### src/rtl/word_store_unit_if.sv
// Write-back bus between the register/ALU side and the 8-bit data memory write port.
// Latency: none (wires only).
// Backpressure: mem_ready qualifies each beat presented with mem_we.
// Ports: request side  start, size, data[15:0], address[15:0]
//        memory side   mem_ready, mem_addr[15:0], mem_data[7:0], mem_we
//        status        busy, done
interface word_store_unit_if;
  logic        start;
  logic        size;
  logic [15:0] data;
  logic [15:0] address;
  logic        mem_ready;
  logic [15:0] mem_addr;
  logic [7:0]  mem_data;
  logic        mem_we;
  logic        busy;
  logic        done;

  // Requester / memory model side
  modport master (
    output start, size, data, address, mem_ready,
    input  mem_addr, mem_data, mem_we, busy, done
  );

  // Store unit side
  modport slave (
    input  start, size, data, address, mem_ready,
    output mem_addr, mem_data, mem_we, busy, done
  );
endinterface

### src/rtl/word_store_unit.sv
// Stores a captured 16-bit word as two byte beats (or one beat for byte stores).
// Latency: Done in cycle 3 after Start for words, cycle 2 for bytes, +1 per stalled beat cycle.
// Backpressure: each beat is held stable until mem_ready is seen high at a clock edge.
// Ports: clk_i    rising-edge clock
//        rst_ni   asynchronous active-low reset
//        bus      word_store_unit_if.slave (request, memory beat, busy/done)
module word_store_unit #(
  parameter bit HIGH_FIRST = 1'b0  // word stores: 0 = low byte at base, 1 = high byte at base
) (
  input  logic                  clk_i,
  input  logic                  rst_ni,
  word_store_unit_if.slave      bus
);

  typedef enum logic [1:0] {
    S_IDLE,
    S_FIRST,
    S_SECOND,
    S_DONE
  } state_t;

  state_t      state_q, state_d;
  logic [15:0] data_q;
  logic [15:0] addr_q;
  logic        word_q;
  logic        capture;

  // Only state and the captured request are registered; every output is a
  // decode of these, so nothing on the bus reaches an output in the same cycle.
  always_ff @(posedge clk_i or negedge rst_ni) begin
    if (!rst_ni) begin
      state_q <= S_IDLE;
      data_q  <= 16'h0000;
      addr_q  <= 16'h0000;
      word_q  <= 1'b0;
    end else begin
      state_q <= state_d;
      if (capture) begin
        data_q <= bus.data;
        addr_q <= bus.address;
        word_q <= bus.size;
      end
    end
  end

  always_comb begin
    state_d = state_q;
    capture = 1'b0;
    case (state_q)
      S_IDLE: begin
        if (bus.start) begin
          capture = 1'b1;
          state_d = S_FIRST;
        end
      end
      S_FIRST: begin
        if (bus.mem_ready) begin
          state_d = word_q ? S_SECOND : S_DONE;
        end
      end
      S_SECOND: begin
        if (bus.mem_ready) begin
          state_d = S_DONE;
        end
      end
      S_DONE: begin
        // Start here is deliberately dropped; requests are never queued.
        state_d = S_IDLE;
      end
      default: state_d = S_IDLE;
    endcase
  end

  always_comb begin
    bus.mem_we   = 1'b0;
    bus.busy     = 1'b0;
    bus.done     = 1'b0;
    bus.mem_addr = 16'h0000;
    bus.mem_data = 8'h00;
    case (state_q)
      S_FIRST: begin
        bus.mem_we   = 1'b1;
        bus.busy     = 1'b1;
        bus.mem_addr = addr_q;
        // Byte stores always send the low byte regardless of beat order.
        bus.mem_data = (HIGH_FIRST && word_q) ? data_q[15:8] : data_q[7:0];
      end
      S_SECOND: begin
        bus.mem_we   = 1'b1;
        bus.busy     = 1'b1;
        bus.mem_addr = addr_q + 16'd1;  // wraps 0xFFFF -> 0x0000
        bus.mem_data = HIGH_FIRST ? data_q[7:0] : data_q[15:8];
      end
      S_DONE: begin
        bus.done = 1'b1;
      end
      default: ;
    endcase
  end

endmodule

### src/flat_wrapper.sv
// flat-port wrapper written by rule: the top's interface ports become plain ports
module word_store_unit_flat 
#(
  parameter bit HIGH_FIRST = 1'b0                                                             
)
  (clk_i, rst_ni, bus_start, bus_size, bus_data, bus_address, bus_mem_ready, bus_mem_addr, bus_mem_data, bus_mem_we, bus_busy, bus_done);
  word_store_unit_if bus_i ();
  input  logic clk_i;
  input  logic rst_ni;
  input wire logic [$bits(bus_i.start)-1:0] bus_start;
  input wire logic [$bits(bus_i.size)-1:0] bus_size;
  input wire logic [$bits(bus_i.data)-1:0] bus_data;
  input wire logic [$bits(bus_i.address)-1:0] bus_address;
  input wire logic [$bits(bus_i.mem_ready)-1:0] bus_mem_ready;
  output wire logic [$bits(bus_i.mem_addr)-1:0] bus_mem_addr;
  output wire logic [$bits(bus_i.mem_data)-1:0] bus_mem_data;
  output wire logic [$bits(bus_i.mem_we)-1:0] bus_mem_we;
  output wire logic [$bits(bus_i.busy)-1:0] bus_busy;
  output wire logic [$bits(bus_i.done)-1:0] bus_done;
  assign bus_i.start = bus_start;
  assign bus_i.size = bus_size;
  assign bus_i.data = bus_data;
  assign bus_i.address = bus_address;
  assign bus_i.mem_ready = bus_mem_ready;
  assign bus_mem_addr = bus_i.mem_addr;
  assign bus_mem_data = bus_i.mem_data;
  assign bus_mem_we = bus_i.mem_we;
  assign bus_busy = bus_i.busy;
  assign bus_done = bus_i.done;
  word_store_unit #(.HIGH_FIRST(HIGH_FIRST)) u_core (.clk_i(clk_i), .rst_ni(rst_ni), .bus(bus_i));
endmodule
### config.mk
export PLATFORM = sky130hd
export DESIGN_NAME = word_store_unit_flat
export DESIGN_NICKNAME = d
export VERILOG_FILES = /design/src/rtl/word_store_unit_if.sv /design/src/rtl/word_store_unit.sv /design/src/flat_wrapper.sv
export SDC_FILE = /design/constraint.sdc
export NUM_CORES = 1
export LEC_CHECK = 0
export CAP_MARGIN = 20
export CORE_UTILIZATION = 50
export CTS_BUF_LIST = sky130_fd_sc_hd__clkbuf_4 sky130_fd_sc_hd__clkbuf_8
export CTS_CLUSTER_SIZE = 14
export DETAILED_ROUTE_END_ITERATION = 12
export MAX_ROUTING_LAYER = met4
export PLACE_DENSITY_LB_ADDON = 0.2
export SYNTH_ARGS = -nofsm -noshare
export SYNTH_HDL_FRONTEND = slang
export SYNTH_SLANG_ARGS = --single-unit
### constraint.sdc
create_clock -name clk_i -period 3.3 [get_ports clk_i]
set_input_delay 0.33 -clock clk_i [delete_from_list [all_inputs] [get_ports clk_i]]
set_output_delay 0.33 -clock clk_i [all_outputs]
set_load 0.01 [all_outputs]
Word-level counts from Yosys, hierarchy flattened
Cells that the tools add are included.

Bits in registers: 35. Output and inout bits: 27. Logic and storage cells: 25.

$add $sub $neg: 1. Equality and inequality tests: 6. Multiplexer cells: 11. Reduce and logical (&&, ||, !) cells: 3.

Operators with widths (count): 16-bit one-hot mux with 2 select lines (1); 16-bit by 1-bit adder with 16-bit output, second input constant (1); 8-bit one-hot mux with 2 select lines (1); 2-bit one-hot mux with 4 select lines (1); 2-bit 2-to-1 mux (3); 2-bit != test, second input constant (3); 1-bit 2-to-1 mux (5); 2-bit equality test, second input constant (2); 3-bit AND reduction (1); 2-bit by 1-bit equality test with 1-bit output, second input constant (1); 2-bit logical NOT (1); 2-bit OR reduction (1).

Longest topological paths before layout
Gate-level depths: netlist (run 1).

Word-level depth: 3. Gate-level depth with buffers: 7.

Least setup slack after synthesis (run 1)
OpenSTA, ideal clock, no wires.

Kind: register -> output. From: register u_core.state_q[0]. To: output bus_mem_addr[13]. Arrival time: 1636 ps. Slack: 1334 ps. Cell stages (with the launch flop): 6. Path buffers: 0. Cells stage by stage: dfrtp_1 -> inv_1 -> ha_1 -> inv_1 -> or3_1 -> o211ai_1.

Cells in the longest elaborated chain, start to end: 2. Elaborated cells between the ends (all ways): 3.

Ends and longest elaborated chain: start: declaration (RTL line word_store_unit.sv:22) `state_t state_q, state_d;`; start signal: assignment (RTL line word_store_unit.sv:37) `state_q <= state_d;`; 2-bit equality test or 2-bit by 1-bit equality test with 1-bit output (tied branches) (RTL line word_store_unit.sv:80) `case (state_q)`; 16-bit one-hot mux with 2 select lines * (RTL line word_store_unit.sv:80); end: declaration (RTL line flat_wrapper.sv:15) `output wire logic [$bits(bus_i.mem_addr)-1:0] bus_mem_addr;`.

Every way passes the cells marked *; elsewhere a longest branch is shown, timed or not.

Worst setup path after layout (run 1)
Same ends and word-level chain as after synthesis.

==> results.json, run 1 <==
{
  "yosys_warnings": 0,
  "hold_path.class": "input port to async pin",
  "synth.top_cells.by_area": "dfrtp_1, mux2_2, ha_1",
  "synth_xor_area_share_pct": 0,
  "mappedNetlistNets": 245,
  "layout_commonest_cell": "clkdlybuf4s50_1",
  "crit_path_end_kind": "output port",
  "antenna_found_initial": 0,
  "period_share_pct": 87.6,
  "grt.overflow.total": 0,
  "n_antenna_cell": 0,
  "max_stage_delay_ns": 0.56,
  "cp_cell_sequence": "inv_1 > ha_1 > inv_1 > or3_1 > o211ai_1 > clkdlybuf4s50_1",
  "worst_pin_slew_ns": 0.856,
  "drt-total-wl_um": 4770,
  "areaGrowthSynthToFinish_pct": 35.2,
  "first_pass_iters": 4,
  "cpLargestDelayFamily": "buffers and inverters",
  "io_buffers": 63,
  "yosysTopAreaCell": "dfrtp_1",
  "reg2reg_from": "u_core.state_q[0]$_DFFE_PN0P_",
  "synth_top_area_share_pct": 41.7,
  "die_w_um": 66.8,
  "clk_path_buf_depth": 2,
  "worstReg2RegEnd": "u_core.data_q[0]$_DFFE_PN0P_",
  "vias": 1826,
  "fmax_mhz": 346,
  "post_cts_buffers": 0,
  "initial_utilization_pct": 52.1,
  "die_h_um": 66.8,
  "period_needed_ns": 2.89,
  "hold_buffers": 0,
  "ff2ff_path_depth": 5,
  "dpl.hpwl_um": 3390,
  "path_clk_slew_ns": 0.07,
  "synthCells": 202,
  "synthesis.area_sq_mm": 0.00210,
  "rsz0062_at_grt": "no",
  "p_leak_nw": 1.10,
  "critPathBufInv": 3,
  "ys_types": 42,
  "track_usage_pct": 24.7,
  "grt_pass1_wl_um": 7910,
  "cp_num_cells": 6,
  "synth_compound_area_share_pct": 14.8,
  "wire_per_inst_um": 15.2,
  "slowest_stage": "clkdlybuf4s50_1",
  "p_per_area_mw_per_mm2": 998,
  "layout_common_cells": "clkdlybuf4s50_1, dfrtp_1, mux2_2, nor2_1, nand2_1",
  "tns_ns": 0,
  "cap_violations": 0,
  "crit_start": "u_core.state_q[0]$_DFFE_PN0P_",
  "row_count": 23,
  "synth_edf_count": 0,
  "crit_end": "bus_mem_addr[13]",
  "status": "finished clean",
  "worst_setup_path_start_kind": "flip-flop",
  "ys_ff_latch": 35,
  "gp_congestion": 0.876,
  "cts_sinks": 35,
  "crit_top_cell": "inv_1",
  "cts.repair.resized": 0,
  "clk_latency_ns": 0.28,
  "die_area_sq_mm": 0.00446,
  "viasPerCell": 5.83,
  "drtIter0Drc": 169,
  "pin_count": 64,
  "utilization_pct": 70.4,
  "muxShareOfSynthArea_pct": 18.7,
  "crit_arrival_ns": 2.56,
  "numCtsBuffers": 5,
  "reg2reg_slack_ns": 1.38,
  "nets": 305,
  "ir_worst_vdd_uv": 497,
  "cts_tree": "done",
  "ant_nets": 0,
  "crit_type": "flip-flop to output port",
  "final_layout_size_suffix_gt1_share_pct": 21.7,
  "avgSynthCellArea_sq_um": 10.4,
  "synthAdderAreaFrac_pct": 3.58,
  "hold_viol": 0,
  "slew_viol_final": 0,
  "grt_pass1_vias": 1700,
  "grt_max_degree": 36,
  "clock_tree.root_cell": "clkbuf_8",
  "seq_area_frac_synth_pct": 41.7,
  "finClkSkew_ns": 0.00276,
  "drc_errors": 0,
  "core_area_sq_mm": 0.00403,
  "ctsHtreeMaxLevel": 2,
  "synth_ff_type": "dfrtp_1",
  "synthSimpleGateAreaFrac_pct": 16.9,
  "cp.required_ns": 2.97,
  "cp_max_fo": 9,
  "slew_headroom_pct": 42.9,
  "ys_async_sr_fraction_pct": 100,
  "setup_viol": 0,
  "synth_top_family_by_area": "multiplexers"
}
where the power goes:
part	switching, mW	leakage [nW]	internal (mW)	total [mW]
registers	0.263	0.413	0.652	0.915
clock network	0.149	0.0446	0.156	0.305
logic	0.771	0.637	0.841	1.61
worst min-delay path by stage:
stage / start / end / cells past startpoint
after floorplan: rst_ni / u_core.addr_q[0]$_DFFE_PN0P_ / 0
after global placement: rst_ni / u_core.addr_q[11]$_DFFE_PN0P_ / 1
after detailed placement: rst_ni / u_core.addr_q[12]$_DFFE_PN0P_ / 1
after CTS: rst_ni / u_core.addr_q[12]$_DFFE_PN0P_ / 1
after global routing: rst_ni / u_core.addr_q[5]$_DFFE_PN0P_ / 1
final: rst_ni / u_core.addr_q[12]$_DFFE_PN0P_ / 1
cell type report:
type / instances / area, sq um
Tap cell: 50 / 62.6
Inverter: 6 / 22.5
Clock inverter: 2 / 12.5
Clock buffer: 6 / 76.3
Sequential cell: 35 / 876
Multi-Input combinational cell: 147 / 1130
Fill cell: 319 / 1190
Timing Repair Buffer: 67 / 656
routing by layer:
layer / share of wire [%] / GRT usage [%] / wire (um) / vias up
met5: 0 / - / 0 / -
met3: 5.2 / 5.48 / 246 / 6
li1: - / - / - / 872
met1: 43 / 29.8 / 2060 / 893
met2: 50 / 40.7 / 2400 / 55
met4: 1.4 / 8.24 / 66 / 0
cell families after synthesis:
logic type / Yosys count
AND/OR/NAND/NOR: 62
buffers and inverters: 20
adder cells (fa/ha/maj): 6
multiplexers: 35
AO/OA/AOI/OAI: 44
flip-flops: 35
cell usage after synthesis (2+ instances only):
master,n
mux2_2,34
a22oi_1,9
nor2_1,20
nand4_1,6
nor4_2,2
nand4_2,2
nor3_1,3
nand3_4,2
inv_1,6
dfrtp_1,35
nand2_1,11
nand3b_1,2
nand3_1,6
a311oi_1,5
o21ai_0,5
clkbuf_1,3
a21oi_1,5
a31oi_1,3
o211ai_1,2
o31a_1,2
o21ai_1,2
buf_2,10
o31ai_1,3
ha_1,6
stage by stage:
stage	power [mW]	std cells	hold slack (ns)	worst slack (ns)	instance area (sq um)
floorplan	1.89	202	0.0344	1.33	2100
global placement	2.49	305	0.487	0.798	2750
detailed placement	2.53	305	0.478	0.708	2750
CTS	2.85	313	0.174	0.396	2840
global route	3.05	313	0.209	0.242	2840
finish	2.83	313	0.147	0.408	2840
state kept, by name, summed over array words and instances (netlist names):
| register | flops |
|---|---|
| u_core.addr_q | 16 |
| u_core.data_q | 16 |
| u_core.state_q | 2 |
| u_core.word_q | 1 |
No activity file was read; power rests on OpenSTA's default activity.
==> run 2: changes to the inputs <==
--- a/config.mk
+++ b/config.mk
@@ -7,9 +7,10 @@
 export LEC_CHECK = 0
 export CAP_MARGIN = 20
 export CORE_UTILIZATION = 50
-export CTS_BUF_LIST = sky130_fd_sc_hd__clkbuf_4 sky130_fd_sc_hd__clkbuf_8
+export CTS_BUF_LIST = sky130_fd_sc_hd__clkbuf_16
 export CTS_CLUSTER_SIZE = 14
 export DETAILED_ROUTE_END_ITERATION = 12
+export HOLD_SLACK_MARGIN = 0.08
 export MAX_ROUTING_LAYER = met4
 export PLACE_DENSITY_LB_ADDON = 0.2
 export SYNTH_ARGS = -nofsm -noshare
==> run 2 against run 1 <==
- via count is 0.88% higher
- wire length grew 1.7%
- critical path depth is the same
- die area unchanged
- flip-flop and latch count is the same
- register-to-register slack hardly changed
==> results.json, run 2 (same netlist as run 1, synthesis figures left out) <==
{
  "clock_tree.root_cell": "clkbuf_16",
  "placed_area_sq_mm": 0.00275,
  "first_pass_iters": 4,
  "drc_errors": 0,
  "viasPerCell": 5.88,
  "io_buffers": 63,
  "cts_sinks": 35,
  "hold_path.class": "input port to async pin",
  "hold_buffers": 0,
  "clk_latency_ns": 0.27,
  "dpl.hpwl_um": 3390,
  "design_power_total_mw": 2.98,
  "worst_pin_slew_ns": 0.846,
  "wire_per_inst_um": 15.5,
  "fmax_mhz": 345,
  "grt_pass1_vias": 1713,
  "crit_path_end_kind": "output port",
  "cts_tree": "done",
  "pin_count": 64,
  "crit_type": "flip-flop to output port",
  "drtIter0Drc": 209,
  "row_count": 23,
  "die_w_um": 66.8,
  "period_share_pct": 87.9,
  "setup_viol": 0,
  "p_per_area_mw_per_mm2": 1030,
  "antenna_found_initial": 0,
  "cap_violations": 0,
  "layout_common_cells": "clkdlybuf4s50_1, dfrtp_1, mux2_2, nor2_1, nand2_1",
  "top_regs": "u_core.addr_q: 16 flops, u_core.data_q: 16 flops, u_core.state_q: 2 flops",
  "drt-total-wl_um": 4850,
  "slew_viol_final": 0,
  "cts.repair.resized": 0,
  "crit_arrival_ns": 2.57,
  "vias": 1842,
  "p_leak_nw": 1.12,
  "die_h_um": 66.8,
  "areaGrowthSynthToFinish_pct": 37.7,
  "finClkSkew_ns": 0.00166,
  "grt_pass1_wl_um": 8080,
  "stdcell_area_sq_mm": 0.00289,
  "tns_ns": 0,
  "status": "finished clean",
  "post_cts_buffers": 0,
  "finalNonFillerCells": 313,
  "grt.overflow.total": 0,
  "clk_path_buf_depth": 2,
  "slew_headroom_pct": 43.6,
  "nets": 305,
  "busiest_layer": "met2",
  "cp.required_ns": 2.97,
  "ant_nets": 0,
  "grt_max_degree": 36,
  "hold_viol": 0,
  "dp.cells": 305,
  "grt_use_met3_pct": 5.48,
  "layout_commonest_cell": "clkdlybuf4s50_1",
  "initial_utilization_pct": 52.1,
  "track_usage_pct": 25.2,
  "ctsHtreeMaxLevel": 2,
  "worst_setup_path_start_kind": "flip-flop",
  "gp_congestion": 0.876,
  "period_needed_ns": 2.90,
  "rsz0062_at_grt": "no",
  "final_layout_size_suffix_gt1_share_pct": 21.3,
  "path_clk_slew_ns": 0.05,
  "numCtsBuffers": 5,
  "met1_usage_pct": 30.7,
  "core_area_sq_mm": 0.00403,
  "met2_usage_pct": 41.5,
  "ir_worst_vdd_uv": 535,
  "n_antenna_cell": 0,
  "die_area_sq_mm": 0.00446,
  "cp_max_fo": 9
}
run 2: critical path, cell delays in order (launching register included):
cell and delay (ns):
dfrtp_1 0.42, inv_1 0.10, ha_1 0.46, inv_1 0.20, or3_1 0.39, o211ai_1 0.17
clkdlybuf4s50_1 0.56
run 2: layer usage:
metal / vias up / wire length (um)
li1: 874 / -
met5: - / 0
met4: 0 / 57
met2: 64 / 2420
met1: 898 / 2100
met3: 6 / 275
run 2: power breakdown:
group,switching [mW],internal (mW)
Sequential,0.265,0.653
Clock,0.166,0.275
Combinational,0.775,0.842
run 2: cell type report:
| cell class | instances | area [sq um] |
|---|---|---|
| well taps | 50 | 62.6 |
| clock buffers | 5 | 125 |
| clock inverters | 3 | 16.3 |
| inverters | 6 | 22.5 |
| repair buffers | 67 | 656 |
| multi-input cells | 147 | 1130 |
| fillers | 309 | 1140 |
| flip-flops and latches | 35 | 876 |
run 2: path summary, 6_finish.rpt:
check | slack, ns | endpoint | startpoint | cells past startpoint
setup / recovery | 0.40 | bus_mem_addr[13] | u_core.state_q[1]$_DFFE_PN0P_ | 6
hold / removal | 0.15 | u_core.addr_q[12]$_DFFE_PN0P_ | rst_ni | 1
setup reg to reg | 1.38 | u_core.addr_q[4]$_DFFE_PN0P_ | u_core.state_q[0]$_DFFE_PN0P_ | 5
hold reg to reg | 0.50 | u_core.data_q[9]$_DFFE_PN0P_ | u_core.data_q[9]$_DFFE_PN0P_ | 1
max in group asynchronous | 2.61 | u_core.addr_q[0]$_DFFE_PN0P_ | rst_ni | 1
min in group clk_i | 0.50 | u_core.data_q[9]$_DFFE_PN0P_ | u_core.data_q[9]$_DFFE_PN0P_ | 1
run 2: per-stage QoR:
stage | hold slack (ns) | worst slack (ns) | util, %
2_1_floorplan | 0.0344 | 1.33 | -
3_3_place_gp | 0.487 | 0.798 | 68.2
3_5_place_dp | 0.478 | 0.708 | 68.2
4_1_cts | 0.190 | 0.404 | 71.7
5_1_grt | 0.229 | 0.254 | 71.7
6_report | 0.150 | 0.399 | 71.7
==> run 3: changes to the inputs <==
--- a/config.mk
+++ b/config.mk
@@ -7,11 +7,10 @@
 export LEC_CHECK = 0
 export CAP_MARGIN = 20
 export CORE_UTILIZATION = 50
-export CTS_BUF_LIST = sky130_fd_sc_hd__clkbuf_16
 export CTS_CLUSTER_SIZE = 14
 export DETAILED_ROUTE_END_ITERATION = 12
+export GPL_ROUTABILITY_DRIVEN = 0
 export HOLD_SLACK_MARGIN = 0.08
-export MAX_ROUTING_LAYER = met4
 export PLACE_DENSITY_LB_ADDON = 0.2
 export SYNTH_ARGS = -nofsm -noshare
 export SYNTH_HDL_FRONTEND = slang
==> run 3 against run 2 <==
- die area is the same
- critical path depth is the same
- combinational power about the same
- non-clock buffer count unchanged
- final cell count is the same
- count of clock-buffer cells in the layout up 1
- register-to-register slack is essentially flat
- largest power group unchanged
==> results.json, run 3 (same netlist as run 1, synthesis figures left out) <==
{
  "status": "finished clean",
  "crit_top_cell": "inv_1",
  "first_pass_iters": 4,
  "pin_count": 64,
  "die_h_um": 66.8,
  "slew_headroom_pct": 43.1,
  "drtIter0Drc": 203,
  "numCtsBuffers": 5,
  "fmax_mhz": 345,
  "worstReg2RegEnd": "u_core.data_q[0]$_DFFE_PN0P_",
  "tns_ns": 0,
  "critPathBufInv": 3,
  "wire_per_inst_um": 15.2,
  "crit_path_end_kind": "output port",
  "vias": 1821,
  "p_per_area_mw_per_mm2": 995,
  "cpLargestDelayFamily": "buffers and inverters",
  "max_stage_delay_ns": 0.56,
  "rsz0062_at_grt": "no",
  "slowest_stage": "clkdlybuf4s50_1",
  "antenna_found_initial": 0,
  "ff2ff_path_depth": 5,
  "row_count": 23,
  "hold_path.class": "input port to async pin",
  "cts_tree": "done",
  "crit_arrival_ns": 2.57,
  "hold_ws_ns": 0.145,
  "utilization_pct": 70.3,
  "drc_errors": 0,
  "initial_utilization_pct": 52.1,
  "finClkSkew_ns": 0.00287,
  "placed_area_sq_mm": 0.00275,
  "design_power_total_mw": 2.82,
  "grt_max_degree": 36,
  "crit_type": "flip-flop to output port",
  "setup_ws_ns": 0.405,
  "slew_viol_final": 0,
  "grt_pass1_vias": 1691,
  "hold_buffers": 0,
  "layout_common_cells": "clkdlybuf4s50_1, dfrtp_1, mux2_2, nor2_1, nand2_1",
  "core_area_sq_mm": 0.00403,
  "cts.repair.resized": 0,
  "io_buffers": 63,
  "reg2reg_slack_ns": 1.37,
  "post_cts_buffers": 0,
  "hold_viol": 0,
  "cts_sinks": 35,
  "clk_path_buf_depth": 2,
  "cap_violations": 0,
  "period_share_pct": 87.7,
  "cp.required_ns": 2.97,
  "clk_latency_ns": 0.28,
  "cp_cell_sequence": "inv_1 > ha_1 > inv_1 > or3_1 > o211ai_1 > clkdlybuf4s50_1",
  "layout_commonest_cell": "clkdlybuf4s50_1",
  "ir_worst_vdd_uv": 496,
  "dpl.hpwl_um": 3390,
  "period_needed_ns": 2.90,
  "drt-total-wl_um": 4770,
  "cp_max_fo": 9,
  "grt.overflow.total": 0,
  "track_usage_pct": 24.0,
  "stdcell_area_sq_mm": 0.00283,
  "top_regs": "u_core.addr_q: 16 flops, u_core.data_q: 16 flops, u_core.state_q: 2 flops",
  "ant_nets": 0,
  "viasPerCell": 5.82,
  "die_area_sq_mm": 0.00446,
  "n_antenna_cell": 0,
  "grt_pass1_wl_um": 7910,
  "final_layout_size_suffix_gt1_share_pct": 21.3,
  "dp.cells": 305,
  "nets": 305,
  "worst_setup_path_start_kind": "flip-flop",
  "ctsHtreeMaxLevel": 2,
  "areaGrowthSynthToFinish_pct": 35.0,
  "path_clk_slew_ns": 0.07,
  "clock_tree.root_cell": "clkbuf_8",
  "worst_pin_slew_ns": 0.853,
  "die_w_um": 66.8,
  "p_leak_nw": 1.09,
  "setup_viol": 0,
  "reg2reg_from": "u_core.state_q[0]$_DFFE_PN0P_",
  "fillerInstances": 320,
  "finalNonFillerCells": 313,
  "dp_slack_ns": 0.708
}
[run 3: how the worst max path moves through the flow]
stage / start / end / cells past startpoint
2_1_floorplan: u_core.state_q[0]$_DFFE_PN0P_ / bus_mem_addr[13] / 5
3_3_place_gp: u_core.state_q[0]$_DFFE_PN0P_ / bus_mem_addr[13] / 6
3_5_place_dp: u_core.state_q[0]$_DFFE_PN0P_ / bus_mem_addr[13] / 6
4_1_cts: u_core.state_q[1]$_DFFE_PN0P_ / bus_mem_addr[13] / 6
5_1_grt: u_core.state_q[1]$_DFFE_PN0P_ / bus_mem_addr[13] / 6
6_report: u_core.state_q[0]$_DFFE_PN0P_ / bus_mem_addr[13] / 6
[run 3: where the power goes]
part | leakage (nW) | internal [mW] | switching (mW)
sequential | 0.413 | 0.652 | 0.262
clock | 0.0412 | 0.147 | 0.149
combinational | 0.637 | 0.841 | 0.768
total | 1.09 | 1.64 | 1.18
[run 3: metal layers]
layer  track usage, %  share of wire, %  vias to the layer above
met2             40.7                50                       59
met5                0                 0                        -
met4             8.24               1.3                        0
li1                 -                 -                      871
met3             6.34               6.3                        4
met1             29.3                42                      887
[run 3: worst reg2reg max path, delay by kind of cell, from the launching register on]
kind	cells	cell delay, ns
adders and majority gates	1	0.23
and+or+nand+nor	1	0.27
buffers and inverters	2	0.51
DFF	1	0.42
muxes	1	0.39
[run 3: cell type report]
class | instances | area [sq um] | area share, %
inverter | 6 | 22.5 | 0.795
timing repair buffer | 67 | 656 | 23.1
multi-input combinational | 147 | 1130 | 40.0
sequential | 35 | 876 | 30.9
clock inverter | 2 | 12.5 | 0.442
clock buffer | 6 | 72.6 | 2.56
tap | 50 | 62.6 | 2.21
